--- src/rtl/rv32i_controller.sv ---
// ---------------------------------------------------------------------------
// rv32i_controller
//   Main decode/control unit of the RV32I core. Turns the 32-bit instruction
//   word into datapath selects, the ALU operation, the data-memory request
//   and the next-PC source. Conditional branches are resolved here from the
//   ALU flags of rs1 - rs2. All decode is combinational, so outputs follow
//   i_inst and the flags with no latency.
//
//   A single run flag is cleared asynchronously by rst and set on the first
//   rising clock edge with rst low. While it is clear, every output that
//   changes architectural state is held inactive: memReq, memWrite and
//   regWrite are 0 and PCSrc is PC+4. The remaining outputs keep following
//   the decode.
//
// Ports
//   clk            in   1   system clock
//   rst            in   1   asynchronous, active-high reset
//   i_inst         in   32  instruction word
//   i_zero         in   1   ALU result == 0 (rs1 == rs2)
//   i_neg          in   1   signed rs1 < rs2
//   i_negU         in   1   unsigned rs1 < rs2
//   o_memReq       out  1   data memory access request (load or store)
//   o_memWrite     out  1   1 = store, 0 = load
//   o_memSize      out  2   00 byte, 01 half, 10 word
//   o_regWrite     out  1   register file write enable
//   o_PCSrc        out  2   00 PC+4, 01 PC+imm, 10 ALU result (JALR)
//   o_ALUSrc       out  1   ALU operand B: 0 rs2, 1 immediate
//   o_immSrc       out  3   000 I, 001 S, 010 B, 011 U, 100 J
//   o_immPlusSrc   out  1   immPlus adder: 0 PC+imm, 1 imm only (LUI)
//   o_readDataSrc  out  1   load extension: 0 sign, 1 zero
//   o_resultSrc    out  2   rd data: 00 ALU, 01 readData, 10 PC+4, 11 immPlus
//   o_ALUCtrl      out  4   ALU operation code
// ---------------------------------------------------------------------------
module rv32i_controller (
  input  logic        clk,
  input  logic        rst,
  input  logic [31:0] i_inst,
  input  logic        i_zero,
  input  logic        i_neg,
  input  logic        i_negU,
  output logic        o_memReq,
  output logic        o_memWrite,
  output logic [1:0]  o_memSize,
  output logic        o_regWrite,
  output logic [1:0]  o_PCSrc,
  output logic        o_ALUSrc,
  output logic [2:0]  o_immSrc,
  output logic        o_immPlusSrc,
  output logic        o_readDataSrc,
  output logic [1:0]  o_resultSrc,
  output logic [3:0]  o_ALUCtrl
);

  // Major opcodes
  localparam logic [6:0] OPC_OP     = 7'b0110011;
  localparam logic [6:0] OPC_OP_IMM = 7'b0010011;
  localparam logic [6:0] OPC_LOAD   = 7'b0000011;
  localparam logic [6:0] OPC_STORE  = 7'b0100011;
  localparam logic [6:0] OPC_BRANCH = 7'b1100011;
  localparam logic [6:0] OPC_JAL    = 7'b1101111;
  localparam logic [6:0] OPC_JALR   = 7'b1100111;
  localparam logic [6:0] OPC_LUI    = 7'b0110111;
  localparam logic [6:0] OPC_AUIPC  = 7'b0010111;

  // ALU operation codes
  localparam logic [3:0] ALU_ADD  = 4'b0000;
  localparam logic [3:0] ALU_SUB  = 4'b0001;
  localparam logic [3:0] ALU_SLL  = 4'b0010;
  localparam logic [3:0] ALU_SLT  = 4'b0011;
  localparam logic [3:0] ALU_SLTU = 4'b0100;
  localparam logic [3:0] ALU_XOR  = 4'b0101;
  localparam logic [3:0] ALU_SRL  = 4'b0110;
  localparam logic [3:0] ALU_SRA  = 4'b0111;
  localparam logic [3:0] ALU_OR   = 4'b1000;
  localparam logic [3:0] ALU_AND  = 4'b1001;

  // Immediate formats
  localparam logic [2:0] IMM_I = 3'b000;
  localparam logic [2:0] IMM_S = 3'b001;
  localparam logic [2:0] IMM_B = 3'b010;
  localparam logic [2:0] IMM_U = 3'b011;
  localparam logic [2:0] IMM_J = 3'b100;

  // Next-PC sources
  localparam logic [1:0] PC_PLUS4 = 2'b00;
  localparam logic [1:0] PC_IMM   = 2'b01;
  localparam logic [1:0] PC_ALU   = 2'b10;

  // Writeback sources
  localparam logic [1:0] RES_ALU  = 2'b00;
  localparam logic [1:0] RES_MEM  = 2'b01;
  localparam logic [1:0] RES_PC4  = 2'b10;
  localparam logic [1:0] RES_IMMP = 2'b11;

  localparam logic [1:0] SIZE_WORD = 2'b10;

  // Instruction fields
  logic [6:0] opcode;
  logic [2:0] funct3;
  logic       funct7_b5;

  assign opcode    = i_inst[6:0];
  assign funct3    = i_inst[14:12];
  assign funct7_b5 = i_inst[30];

  // Register addresses and immediates are consumed by the datapath, not here.
  logic unused_inst_bits;
  assign unused_inst_bits = ^{i_inst[31], i_inst[29:15], i_inst[11:7]};

  // ALU operation for OP / OP-IMM. 'alt' is funct7[5] already qualified by
  // the caller: it chooses SUB over ADD and SRA over SRL.
  function automatic logic [3:0] alu_from_funct3(input logic [2:0] f3,
                                                 input logic       alt);
    logic [3:0] op;
    unique case (f3)
      3'b000:  op = alt ? ALU_SUB : ALU_ADD;
      3'b001:  op = ALU_SLL;
      3'b010:  op = ALU_SLT;
      3'b011:  op = ALU_SLTU;
      3'b100:  op = ALU_XOR;
      3'b101:  op = alt ? ALU_SRA : ALU_SRL;
      3'b110:  op = ALU_OR;
      default: op = ALU_AND;
    endcase
    return op;
  endfunction

  // Branch condition from the rs1 - rs2 flags. funct3 010/011 are not
  // defined branch encodings and never redirect the PC.
  function automatic logic branch_taken(input logic [2:0] f3,
                                        input logic       zero,
                                        input logic       neg,
                                        input logic       neg_u);
    logic taken;
    unique case (f3)
      3'b000:  taken = zero;     // BEQ
      3'b001:  taken = ~zero;    // BNE
      3'b100:  taken = neg;      // BLT
      3'b101:  taken = ~neg;     // BGE
      3'b110:  taken = neg_u;    // BLTU
      3'b111:  taken = ~neg_u;   // BGEU
      default: taken = 1'b0;
    endcase
    return taken;
  endfunction

  // Run flag: the only state in the block. Once set it stays set until the
  // next reset.
  logic run_q;
  logic run_d;

  always_comb begin
    run_d = 1'b1;
  end

  always_ff @(posedge clk or posedge rst) begin
    if (rst) begin
      run_q <= 1'b0;
    end else begin
      run_q <= run_d;
    end
  end

  // Raw decode, before gating by the run flag
  logic       dec_mem_req;
  logic       dec_mem_write;
  logic [1:0] dec_mem_size;
  logic       dec_reg_write;
  logic [1:0] dec_pc_src;
  logic       dec_alu_src;
  logic [2:0] dec_imm_src;
  logic       dec_imm_plus_src;
  logic       dec_read_data_src;
  logic [1:0] dec_result_src;
  logic [3:0] dec_alu_ctrl;

  always_comb begin
    // Defaults describe a NOP; FENCE, SYSTEM and unknown opcodes keep them.
    dec_mem_req       = 1'b0;
    dec_mem_write     = 1'b0;
    dec_mem_size      = SIZE_WORD;
    dec_reg_write     = 1'b0;
    dec_pc_src        = PC_PLUS4;
    dec_alu_src       = 1'b0;
    dec_imm_src       = IMM_I;
    dec_imm_plus_src  = 1'b0;
    dec_read_data_src = 1'b0;
    dec_result_src    = RES_ALU;
    dec_alu_ctrl      = ALU_ADD;

    unique case (opcode)
      OPC_OP: begin
        dec_reg_write  = 1'b1;
        dec_alu_src    = 1'b0;
        dec_result_src = RES_ALU;
        dec_alu_ctrl   = alu_from_funct3(funct3, funct7_b5);
      end

      OPC_OP_IMM: begin
        // There is no SUBI: bit 30 is part of the immediate except for the
        // shift-right form, where it distinguishes SRAI from SRLI.
        dec_reg_write  = 1'b1;
        dec_alu_src    = 1'b1;
        dec_imm_src    = IMM_I;
        dec_result_src = RES_ALU;
        dec_alu_ctrl   = alu_from_funct3(funct3,
                                         funct7_b5 && (funct3 == 3'b101));
      end

      OPC_LOAD: begin
        dec_mem_req       = 1'b1;
        dec_mem_write     = 1'b0;
        dec_mem_size      = funct3[1:0];
        dec_read_data_src = funct3[2];
        dec_alu_ctrl      = ALU_ADD;
        dec_alu_src       = 1'b1;
        dec_imm_src       = IMM_I;
        dec_reg_write     = 1'b1;
        dec_result_src    = RES_MEM;
      end

      OPC_STORE: begin
        dec_mem_req   = 1'b1;
        dec_mem_write = 1'b1;
        dec_mem_size  = funct3[1:0];
        dec_alu_ctrl  = ALU_ADD;
        dec_alu_src   = 1'b1;
        dec_imm_src   = IMM_S;
      end

      OPC_BRANCH: begin
        // The ALU computes rs1 - rs2 so the flags are valid in this cycle.
        dec_alu_ctrl = ALU_SUB;
        dec_alu_src  = 1'b0;
        dec_imm_src  = IMM_B;
        dec_pc_src   = branch_taken(funct3, i_zero, i_neg, i_negU)
                       ? PC_IMM : PC_PLUS4;
      end

      OPC_JAL: begin
        dec_imm_src    = IMM_J;
        dec_pc_src     = PC_IMM;
        dec_reg_write  = 1'b1;
        dec_result_src = RES_PC4;
      end

      OPC_JALR: begin
        dec_alu_ctrl   = ALU_ADD;
        dec_alu_src    = 1'b1;
        dec_imm_src    = IMM_I;
        dec_pc_src     = PC_ALU;
        dec_reg_write  = 1'b1;
        dec_result_src = RES_PC4;
      end

      OPC_LUI: begin
        dec_imm_src      = IMM_U;
        dec_imm_plus_src = 1'b1;
        dec_result_src   = RES_IMMP;
        dec_reg_write    = 1'b1;
      end

      OPC_AUIPC: begin
        dec_imm_src      = IMM_U;
        dec_imm_plus_src = 1'b0;
        dec_result_src   = RES_IMMP;
        dec_reg_write    = 1'b1;
      end

      default: begin
      end
    endcase
  end

  // Side-effect outputs are gated by the run flag. Because run_q clears
  // asynchronously, asserting rst suppresses them immediately.
  assign o_memReq      = dec_mem_req   & run_q;
  assign o_memWrite    = dec_mem_write & run_q;
  assign o_regWrite    = dec_reg_write & run_q;
  assign o_PCSrc       = run_q ? dec_pc_src : PC_PLUS4;

  assign o_memSize     = dec_mem_size;
  assign o_ALUSrc      = dec_alu_src;
  assign o_immSrc      = dec_imm_src;
  assign o_immPlusSrc  = dec_imm_plus_src;
  assign o_readDataSrc = dec_read_data_src;
  assign o_resultSrc   = dec_result_src;
  assign o_ALUCtrl     = dec_alu_ctrl;

endmodule

--- config.mk ---
export PLATFORM = sky130hd
export DESIGN_NAME = rv32i_controller
export DESIGN_NICKNAME = d
export VERILOG_FILES = /design/src/rtl/rv32i_controller.sv
export SDC_FILE = /design/constraint.sdc
export NUM_CORES = 1
export LEC_CHECK = 0
export ABC_AREA = 1
export CELL_PAD_IN_SITES_DETAIL_PLACEMENT = 1
export CELL_PAD_IN_SITES_GLOBAL_PLACEMENT = 1
export CORE_MARGIN = 4
export CORE_UTILIZATION = 13
export CTS_CLUSTER_SIZE = 24
export DETAILED_ROUTE_END_ITERATION = 12
export GPL_TIMING_DRIVEN = 0
export PLACE_DENSITY = 0.82
export SYNTH_ARGS = -nofsm -noshare
export SYNTH_HDL_FRONTEND = slang
export SYNTH_SLANG_ARGS = --single-unit
--- constraint.sdc ---
create_clock -name clk -period 1.2 [get_ports clk]
set_input_delay 0.24 -clock clk [delete_from_list [all_inputs] [get_ports clk]]
set_output_delay 0.24 -clock clk [all_outputs]
set_load 0.05 [all_outputs]
==> flow_summary.toml <==
[logic_synthesis]
ys_types = 19
synth-seq-area-share = 0.0604
netlist_instances = 86
synth_area_sq_um = 414
ys.flop_type = "dfrtp_1"
yosysMostFrequentCell = "nand2_1"
synthArstFlopShare = 1.00
synth_top_area_frac = 0.208
yosysTopAreaCell = "nand2_1"
synth_area_leaders = "nand2_1 (21%), inv_1 (15%), nand3_1 (9.7%)"
syn_area_per_cell_sq_um = 4.82
ys_ff_latch = 1
syn_nets = 123
yosysWarnings = 0
yosys-top-cells-count = "nand2_1 (23), inv_1 (17), nor2_1 (10), nand3_1 (8)"
synth_edf_count = 0

[outcome]
outcome = "finished, violations left"
violations = "negative setup slack"

[setup_path]
path_class = "in2out"
critPathBufInv = 5
cp-end-kind = "primary output"
crit_slowest_cell = "nor2_4"
crit_fanout = 4
critical_path_arrival_ps = 1210
path_common_cell = "nor2_4"
slowest_delay_ps = 140
worstPathRequired_ps = 960
crit_family = "simple AND/OR/NAND/NOR gates"
critPathLaunchType = "input port"
path_cells = "buf_6 > inv_4 > nor2_4 > inv_2 > nor2_4 > nand2_1 > nand4_1 > nand2_2 > clkinvlp_4 > buf_8"

[floorplan]
die_w_um = 64.4
fp-row-count = 20
die-area_sq_um = 4150
die_h_um = 64.4
io_pins = 56
core_sq_um = 3050
start_util = 0.136

[global_routing]
track_usage = 0.110
grt_max_degree = 9
grt_pass1_wl_mm = 3.75
grt_pass1_vias = 818
grt_antenna_before_repair = 0
grt_overflow = 0

[timing]
finalHoldWorstSlack_ps = 385
slew_violations = 0
timing.final.ws_setup_ps = -247
fmaxAchievable_ghz = 0.691
rsz0062_at_grt = "yes"
final-setup-viol-count = 19
hold_viol = 0
post-route-period-util = 1.21
fin_crit_ps = 1450
fin_setup_tns_ps = -2950

[drt]
ant_nets = 0
drc = 0
drt_pre_antenna_iters = 2
vias = 712
wl_per_cell_um = 13.3
via_per_inst = 4.14
wirelength_mm = 2.29
dr.first_iter.drc_count = 6

[final_layout]
syn_to_final_growth_pct = 212
fin_util = 0.423
drive_gt1_frac = 0.734
top_regs = "run_q (1)"
diodes = 0
regMostFlops = "run_q"
multiInputGateArea_sq_um = 586
fill_cells = 365
nNetsFinal = 167
largest_reg_flops = 1
regArea_sq_um = 25.0

[placement]
port_buffers = 33
gp_congestion = 0.681
dp_hpwl_mm = 1.66

[pwr]
power_density_nw_per_um2 = 248
power_leakage_nw = 0.579
ir_worst_vdd_mv = 0.0837

[min_path]
min_path_type = "in2async"

[cts]
clkTransAtPathRegs_ps = 0
holdBufCountCts = 0

[run]
cap_violations = 0
[layout by cell type (no fill, tap or decap), types with 2 or more instances in the layout]
master         count
nand2_4            7
nand2_2           10
inv_1             10
buf_6             13
clkinvlp_4         2
nor3_4             3
dlygate4sd2_1      2
nand2_1            8
buf_8             15
nand4_1            3
nand3_4            2
nand3_2            4
nor2_4            12
a21oi_4            2
inv_4              3
buf_4              7
buf_12             2
nand3_1            2
inv_2              5
[repair_timing]
item	in CTS	in global routing
setup buffers	5	4
endpoints found under the setup margin	19	19
resized for setup	225	33
pin swaps	21	15
[cell type report]
class                           instances  share of cell area
Buffer                                  1             0.00872
Inverter                               21              0.0824
Multi-Input combinational cell         63               0.453
Sequential cell                         1              0.0194
Tap cell                               44              0.0426
Timing Repair Buffer                   42               0.393
[report_power, final]
part	internal (mW)	switching (mW)
Clock	0	0
Sequential	0.0361	0.00132
Combinational	0.123	0.160
[how the worst max path moves through the flow]
stage | to | from | depth (start not counted)
3_3_place_gp | o_PCSrc[0] | i_inst[0] | 8
6_report | o_regWrite | i_inst[4] | 10
5_1_grt | o_regWrite | i_inst[4] | 10
3_5_place_dp | o_PCSrc[0] | i_inst[0] | 8
4_1_cts | o_PCSrc[0] | i_inst[13] | 9
2_1_floorplan | o_PCSrc[0] | i_inst[12] | 8
[cells by family (layout without fill, tap and decap cells)]
group	after synthesis	after routing	share of synthesized area
DFF	1	1	0.0604
buffers and inverters	22	64	0.218
AOI/OAI and AO/OA	5	5	0.0725
other	1	1	0.00905
and+or+nand+nor	57	57	0.640
[per-stage QoR]
stage	cells	worst slack (ps)	power, mW	cell area (sq um)
finish	172	-247	0.320	1290
global route	172	-312	0.340	1290
CTS	168	-228	0.278	1140
detailed placement	163	-1440	0.233	947
global placement	163	-1410	0.226	947
floorplan	86	-148	0.141	562
[layer usage]
metal	up-vias	track usage	wire [um]
met5	-	0	0
met4	0	0.0185	18
met3	2	0.0104	82
met2	21	0.227	1370
met1	343	0.120	817
li1	346	-	-
Note: power is estimated with default switching activity, not from simulation.
